## config.mk

```make
export PLATFORM = sky130hd
export DESIGN_NAME = card_list_reader
export DESIGN_NICKNAME = d
export VERILOG_FILES = /design/src/rtl/card_pkg.sv /design/src/rtl/card_rd_delay.sv /design/src/rtl/card_list_reader.sv
export SDC_FILE = /design/constraint.sdc
export NUM_CORES = 1
export LEC_CHECK = 0
export CAP_MARGIN = 40
export CORE_MARGIN = 2
export CORE_UTILIZATION = 48
export DETAILED_ROUTE_END_ITERATION = 12
export PLACE_DENSITY = 0.86
export SETUP_SLACK_MARGIN = 0.05
export SLEW_MARGIN = 20
export SYNTH_ARGS = -nofsm -noshare
export SYNTH_HDL_FRONTEND = slang
export SYNTH_SLANG_ARGS = --single-unit
```

## constraint.sdc

```tcl
create_clock -name clock -period 4.4 [get_ports clock]
set_input_delay 0.88 -clock clock [delete_from_list [all_inputs] [get_ports clock]]
set_output_delay 0.88 -clock clock [all_outputs]
set_load 0.05 [all_outputs]
```

## src/rtl/card_pkg.sv

```systemverilog
// Shared types and constants for the card RAM linked-list reader.
// Card records hold value in bits [3:0] and suit in bits [5:4].
package card_pkg;

    localparam int CARD_ADDR_W = 10;
    localparam logic [CARD_ADDR_W-1:0] NULL_ADDR = 10'h3FF;
    localparam int NEXT_OFFSET = 8;
    localparam int MAX_CARDS = 52;

    typedef enum logic [1:0] {
        HEARTS,
        DIAMONDS,
        CLUBS,
        SPADES
    } suit_e;

    typedef struct packed {
        logic [3:0] value;
        logic [1:0] suit;
    } card_t;

    typedef enum logic [2:0] {
        IDLE,
        RD_CARD,
        WAIT_CARD,
        RD_NEXT,
        WAIT_NEXT,
        PRESENT,
        FINISH
    } rd_state_e;

    function automatic logic card_value_ok(input logic [3:0] v);
        return (v != 4'd0) && (v <= 4'd13);
    endfunction

endpackage

```

## src/rtl/card_rd_delay.sv

```systemverilog
// Delays the card RAM read strobe by RD_LAT cycles so the reader
// knows exactly which cycle carries valid mem_q data.
module card_rd_delay #(
    parameter int RD_LAT = 1
) (
    input  logic clock,
    input  logic reset,
    input  logic rd,
    output logic rd_ok
);

    logic [RD_LAT-1:0] sr;

    generate
        if (RD_LAT == 1) begin : g_one
            always_ff @(posedge clock or posedge reset) begin
                if (reset) sr <= '0;
                else       sr <= rd;
            end
        end else begin : g_many
            always_ff @(posedge clock or posedge reset) begin
                if (reset) sr <= '0;
                else       sr <= {sr[RD_LAT-2:0], rd};
            end
        end
    endgenerate

    assign rd_ok = sr[RD_LAT-1];

endmodule

```

## src/rtl/card_list_reader.sv

```systemverilog
// Walks the card linked list in card RAM and streams cards out.
// Define CARD_READER_VALIDATE_EN to reject card values 0 and >13.
module card_list_reader #(
    parameter int ADDR_W = card_pkg::CARD_ADDR_W,
    parameter int NEXT_OFFSET = card_pkg::NEXT_OFFSET,
    parameter logic [ADDR_W-1:0] NULL_ADDR = card_pkg::NULL_ADDR,
    parameter int MAX_CARDS = card_pkg::MAX_CARDS,
    parameter int RD_LAT = 1
) (
    input  logic              clock,
    input  logic              reset,
    input  logic              start,
    input  logic [ADDR_W-1:0] head_addr,
    output logic [ADDR_W-1:0] mem_addr,
    output logic              mem_rd,
    input  logic [31:0]       mem_q,
    output logic              card_valid,
    input  logic              card_ready,
    output logic [3:0]        card_value,
    output logic [1:0]        card_suit,
    output logic [ADDR_W-1:0] card_addr,
    output logic              busy,
    output logic              done,
    output logic [5:0]        card_count,
    output logic              error
);

    import card_pkg::*;

    rd_state_e         state;
    rd_state_e         state_nxt;
    logic [ADDR_W-1:0] cur;
    logic [ADDR_W-1:0] nxt_ptr;
    card_t             card_q;
    logic [ADDR_W-1:0] card_addr_q;
    logic [5:0]        count_q;
    logic              error_q;
    logic              rd_ok;
    logic              accept;
    logic              last_card;
    logic              bad_card;
    logic              unused_bits;

    card_rd_delay #(
        .RD_LAT(RD_LAT)
    ) u_rd_delay (
        .clock(clock),
        .reset(reset),
        .rd   (mem_rd),
        .rd_ok(rd_ok)
    );

    assign unused_bits = ^mem_q[31:ADDR_W];

`ifdef CARD_READER_VALIDATE_EN
    assign bad_card = !card_value_ok(mem_q[3:0]);
`else
    assign bad_card = 1'b0;
`endif

    assign card_valid = (state == PRESENT);
    assign accept     = card_valid && card_ready;
    assign last_card  = (count_q == 6'(MAX_CARDS - 1));
    assign mem_rd     = (state == RD_CARD) || (state == RD_NEXT);
    assign busy       = (state != IDLE);
    assign done       = (state == FINISH);
    assign card_value = card_q.value;
    assign card_suit  = card_q.suit;
    assign card_addr  = card_addr_q;
    assign card_count = count_q;
    assign error      = error_q;

    always_comb begin
        mem_addr = '0;
        unique case (1'b1)
            (state == RD_CARD): mem_addr = cur;
            (state == RD_NEXT): mem_addr = cur + ADDR_W'(NEXT_OFFSET);
            default:            mem_addr = '0;
        endcase
    end

    always_comb begin
        state_nxt = state;
        unique case (state)
            IDLE: begin
                if (start) begin
                    state_nxt = (head_addr == NULL_ADDR) ? FINISH : RD_CARD;
                end
            end
            RD_CARD:   state_nxt = WAIT_CARD;
            WAIT_CARD: begin
                if (rd_ok) state_nxt = bad_card ? FINISH : RD_NEXT;
            end
            RD_NEXT:   state_nxt = WAIT_NEXT;
            WAIT_NEXT: begin
                if (rd_ok) state_nxt = PRESENT;
            end
            PRESENT: begin
                if (accept) begin
                    if (nxt_ptr == NULL_ADDR || last_card) state_nxt = FINISH;
                    else                                    state_nxt = RD_CARD;
                end
            end
            FINISH:  state_nxt = IDLE;
            default: state_nxt = IDLE;
        endcase
    end

    always_ff @(posedge clock or posedge reset) begin
        if (reset) begin
            state       <= IDLE;
            cur         <= '0;
            nxt_ptr     <= '0;
            card_q      <= '0;
            card_addr_q <= '0;
            count_q     <= '0;
            error_q     <= 1'b0;
        end else begin
            state <= state_nxt;
            unique case (state)
                IDLE: begin
                    if (start) begin
                        cur     <= head_addr;
                        count_q <= '0;
                        error_q <= 1'b0;
                    end
                end
                WAIT_CARD: begin
                    if (rd_ok && bad_card) begin
                        error_q <= 1'b1;
                    end else if (rd_ok) begin
                        card_q.value <= mem_q[3:0];
                        card_q.suit  <= mem_q[5:4];
                        card_addr_q  <= cur;
                    end
                end
                WAIT_NEXT: begin
                    if (rd_ok) nxt_ptr <= mem_q[ADDR_W-1:0];
                end
                PRESENT: begin
                    if (accept) begin
                        count_q <= count_q + 6'd1;
                        cur     <= nxt_ptr;
                        // running out of budget on a non-null pointer means a cycle
                        if (nxt_ptr != NULL_ADDR && last_card) error_q <= 1'b1;
                    end
                end
                default: ;
            endcase
        end
    end

endmodule

```

==> results.txt <==
Post-synth top area share - 0.5100
Crit-path max FO - 17
Worst Path Arrival - 2.95 ns
Min-delay src - card_addr[9]$_DFFE_PP0P_
Leak pwr - 1.335 nW
Yosys reg bits - 47
Placed insts - 327
Reg2reg start - state[1]$_DFFE_PP0P_
Setup Skew - 0.01125 ns
Via count - 1859
Final Hold Vio Count - 0
Setup TNS - 0 ns
Synth async-reset ratio - 1.000
Detailed-route wire length per cell - 15.79 µm
Detailed Route Iter0 Violations - 95
Synthesis Warnings - 0
DRT antenna net count - 0
CTS tree - done
Initial antenna violation count - 0
Crit share post-route - 0.8700
Seq/Total Area, Yosys - 0.5100
Status - finished, final reports clean
Area of the multi-input gates - 1051 µm²
Clock tree sinks - 47
Detailed-route DRC error count - 0
Total gr overflow - 0
Routability congestion estimate - 0.8296
WS Path Type - reg2out
PD cells - 256.0 nW/µm²
Resize count post-CTS - 0
Fmax - 261.2 MHz
Non-Filler Instances - 335
Port Buf Inserts - 60
Reg2reg path depth - 6
Post-synth EDFFs - 0
Largest net degree at the start of global routing - 31
Least-Margin Pin Slew - 0.7446 ns
Post-CTS Hold Buffers - 0
Most frequent cell after synthesis - dfrtp_1
Latest clock arrival within the worst-skew pair - 0.31 ns
Worst Hold Class - reg2reg
Share of layout cells above drive strength 1 - 0.1388
Clock Tree Buf Depth - 2
RSZ-0062 raised after global routing - false
Die width - 73.31 µm
Number of library cell types mapped by synthesis - 37
Most used DFF post-synth - dfrtp_1
CTS Buf Count - 5
NumNets Final - 328
Setup repair bufs after CTS - 0
Reg-to-Reg End - card_count[5]$_DFFE_PP0P_
Vias per std cell - 5.549
Minimum clock period - 3.828 ns
Peak VDD IR - 0.1835 mV
Core ar. - 4692 µm²
Htree depth - 2
Final slew viol count - 0
Critical Path End Type - output pin
Worst-path clk slew - 0.09 ns
Post-synth top area cell - dfrtp_1
Register area - 1176 µm²
First-pass GRT wire length - 8549 µm
Mapped Area - 2306 µm²
DP Wirelength - 3750 µm
Fill cells - 366
TritonRoute pass-1 iters - 4
IO Pins - 83
Routed wire length - 5291 µm
Clk root buf - clkbuf_8
Die area - 5374 µm²
GRT Resource Usage Total - 0.2080
Vias in the first global route - 1775
Rows - 25
Hold EP - card_addr[9]$_DFFE_PP0P_
Hold path depth - 1
Post-synth net total - 271
Critical path launch point type - register
Slack of the worst reg-to-reg path - 2.05 ns
Synth top area cells - dfrtp_1, mux2_2, nand2_1
Initial core utilization - 0.4915
Syn Inst Count - 223
Area Growth Syn to Fin - 31.52%
Die Ht - 73.31 µm
Number of max-cap violations - 0
Leading cell types by count after synthesis - dfrtp_1, nand2_1, mux2_2, nor2_1, o21ai_0
ANT cells - 0
Final setup viols - 0
Syn_area_per_cell - 10.34 µm²
CP required - 3.52 ns
Normalized max-slew margin - 0.5036
cells in the final DEF (no fill, tap or decap), types with 3 or more instances in the layout:
master            n
clkdlybuf4s50_1  60
dfrtp_1          47
nand2_1          32
mux2_2           26
nor2_1           18
o21ai_0          13
a31oi_1          12
nand2b_1          6
nand4_1           6
clkbuf_8          6
inv_1             4
nand3_1           4
a21oi_1           4
and2_1            4
xor2_1            4
nor2b_1           3
nor3_1            3
or3_1             3
a22oi_1           3
cells by family (layout without fill, tap and decap cells):
kind of cell	after synthesis	after routing	share of synthesized area
compound gates	38	38	0.1042
flops	47	47	0.5100
buf+inv	16	74	0.03419
fa+ha+maj	2	2	0.01085
simple gates	87	87	0.1861
xor+xnor	5	5	0.01899
mux	28	28	0.1356
cell type report:
type	count	share of cell area
well taps	54	0.02228
repair buffers	61	0.2046
inverters	5	0.006188
clock inverters	2	0.005363
clock buffers	6	0.02723
multi-input cells	160	0.3465
flip-flops and latches	47	0.3878
per-layer routing:
metal | wire length, µm | vias to the layer above | part of all wire | GRT usage
met3 | 253 | 11 | 0.048 | 0.05350
met1 | 2371 | 889 | 0.45 | 0.2864
met5 | 0 | - | 0 | 0
met4 | 114 | 0 | 0.022 | 0.07879
met2 | 2551 | 60 | 0.48 | 0.3173
li1 | - | 899 | - | -
power by group:
| group | switching (mW) | internal [mW] |
|---|---|---|
| logic | 0.0240 | 0.0287 |
| clock network | 0.152 | 0.128 |
| registers | 0.00706 | 0.437 |
| total | 0.183 | 0.594 |
worst max-delay path by stage:
stage | from | to | slack (ns) | cells after the start
after floorplan | cur[3]$_DFFE_PP0P_ | mem_addr[9] | 1.67 | 4
after global placement | state[1]$_DFFE_PP0P_ | card_valid | 0.98 | 4
after detailed placement | state[1]$_DFFE_PP0P_ | card_valid | 0.91 | 4
after CTS | state[1]$_DFFE_PP0P_ | card_valid | 0.57 | 4
after global routing | state[1]$_DFFE_PP0P_ | card_valid | 0.41 | 4
final | state[1]$_DFFE_PP0P_ | card_valid | 0.57 | 4
flip-flops by register name, summed over array words and instances, names as in the netlist:
| name | flops |
|---|---|
| card_addr | 10 |
| cur | 10 |
| nxt_ptr | 10 |
| card_count | 6 |
| card_value | 4 |
| state | 3 |
| card_suit | 2 |
| error | 1 |
| u_rd_delay.rd_ok | 1 |
worst max-delay path, cell delays in order, from the launching register on:
cell	delay, ns
dfrtp_1	0.58
nor2b_1	0.27
nand2_1	0.35
inv_1	0.53
clkdlybuf4s50_1	0.90
per-stage QoR:
| step | setup slack [ns] | hold slack [ns] | utilization | power, mW | instance area [µm²] |
|---|---|---|---|---|---|
| after global placement | 0.9821 | 0.4904 | 0.6211 | 0.5017 | 2914 |
| after CTS | 0.5660 | 0.5166 | 0.6464 | 0.7815 | 3033 |
| after global routing | 0.4088 | 0.5327 | 0.6464 | 0.8045 | 3033 |
| after detailed placement | 0.9141 | 0.4953 | 0.6253 | 0.5051 | 2934 |
| final | 0.5719 | 0.5136 | 0.6464 | 0.7764 | 3033 |
| after floorplan | 1.674 | 0.4943 | - | 0.4719 | 2306 |
Note: power is estimated with default switching activity, not from simulation.
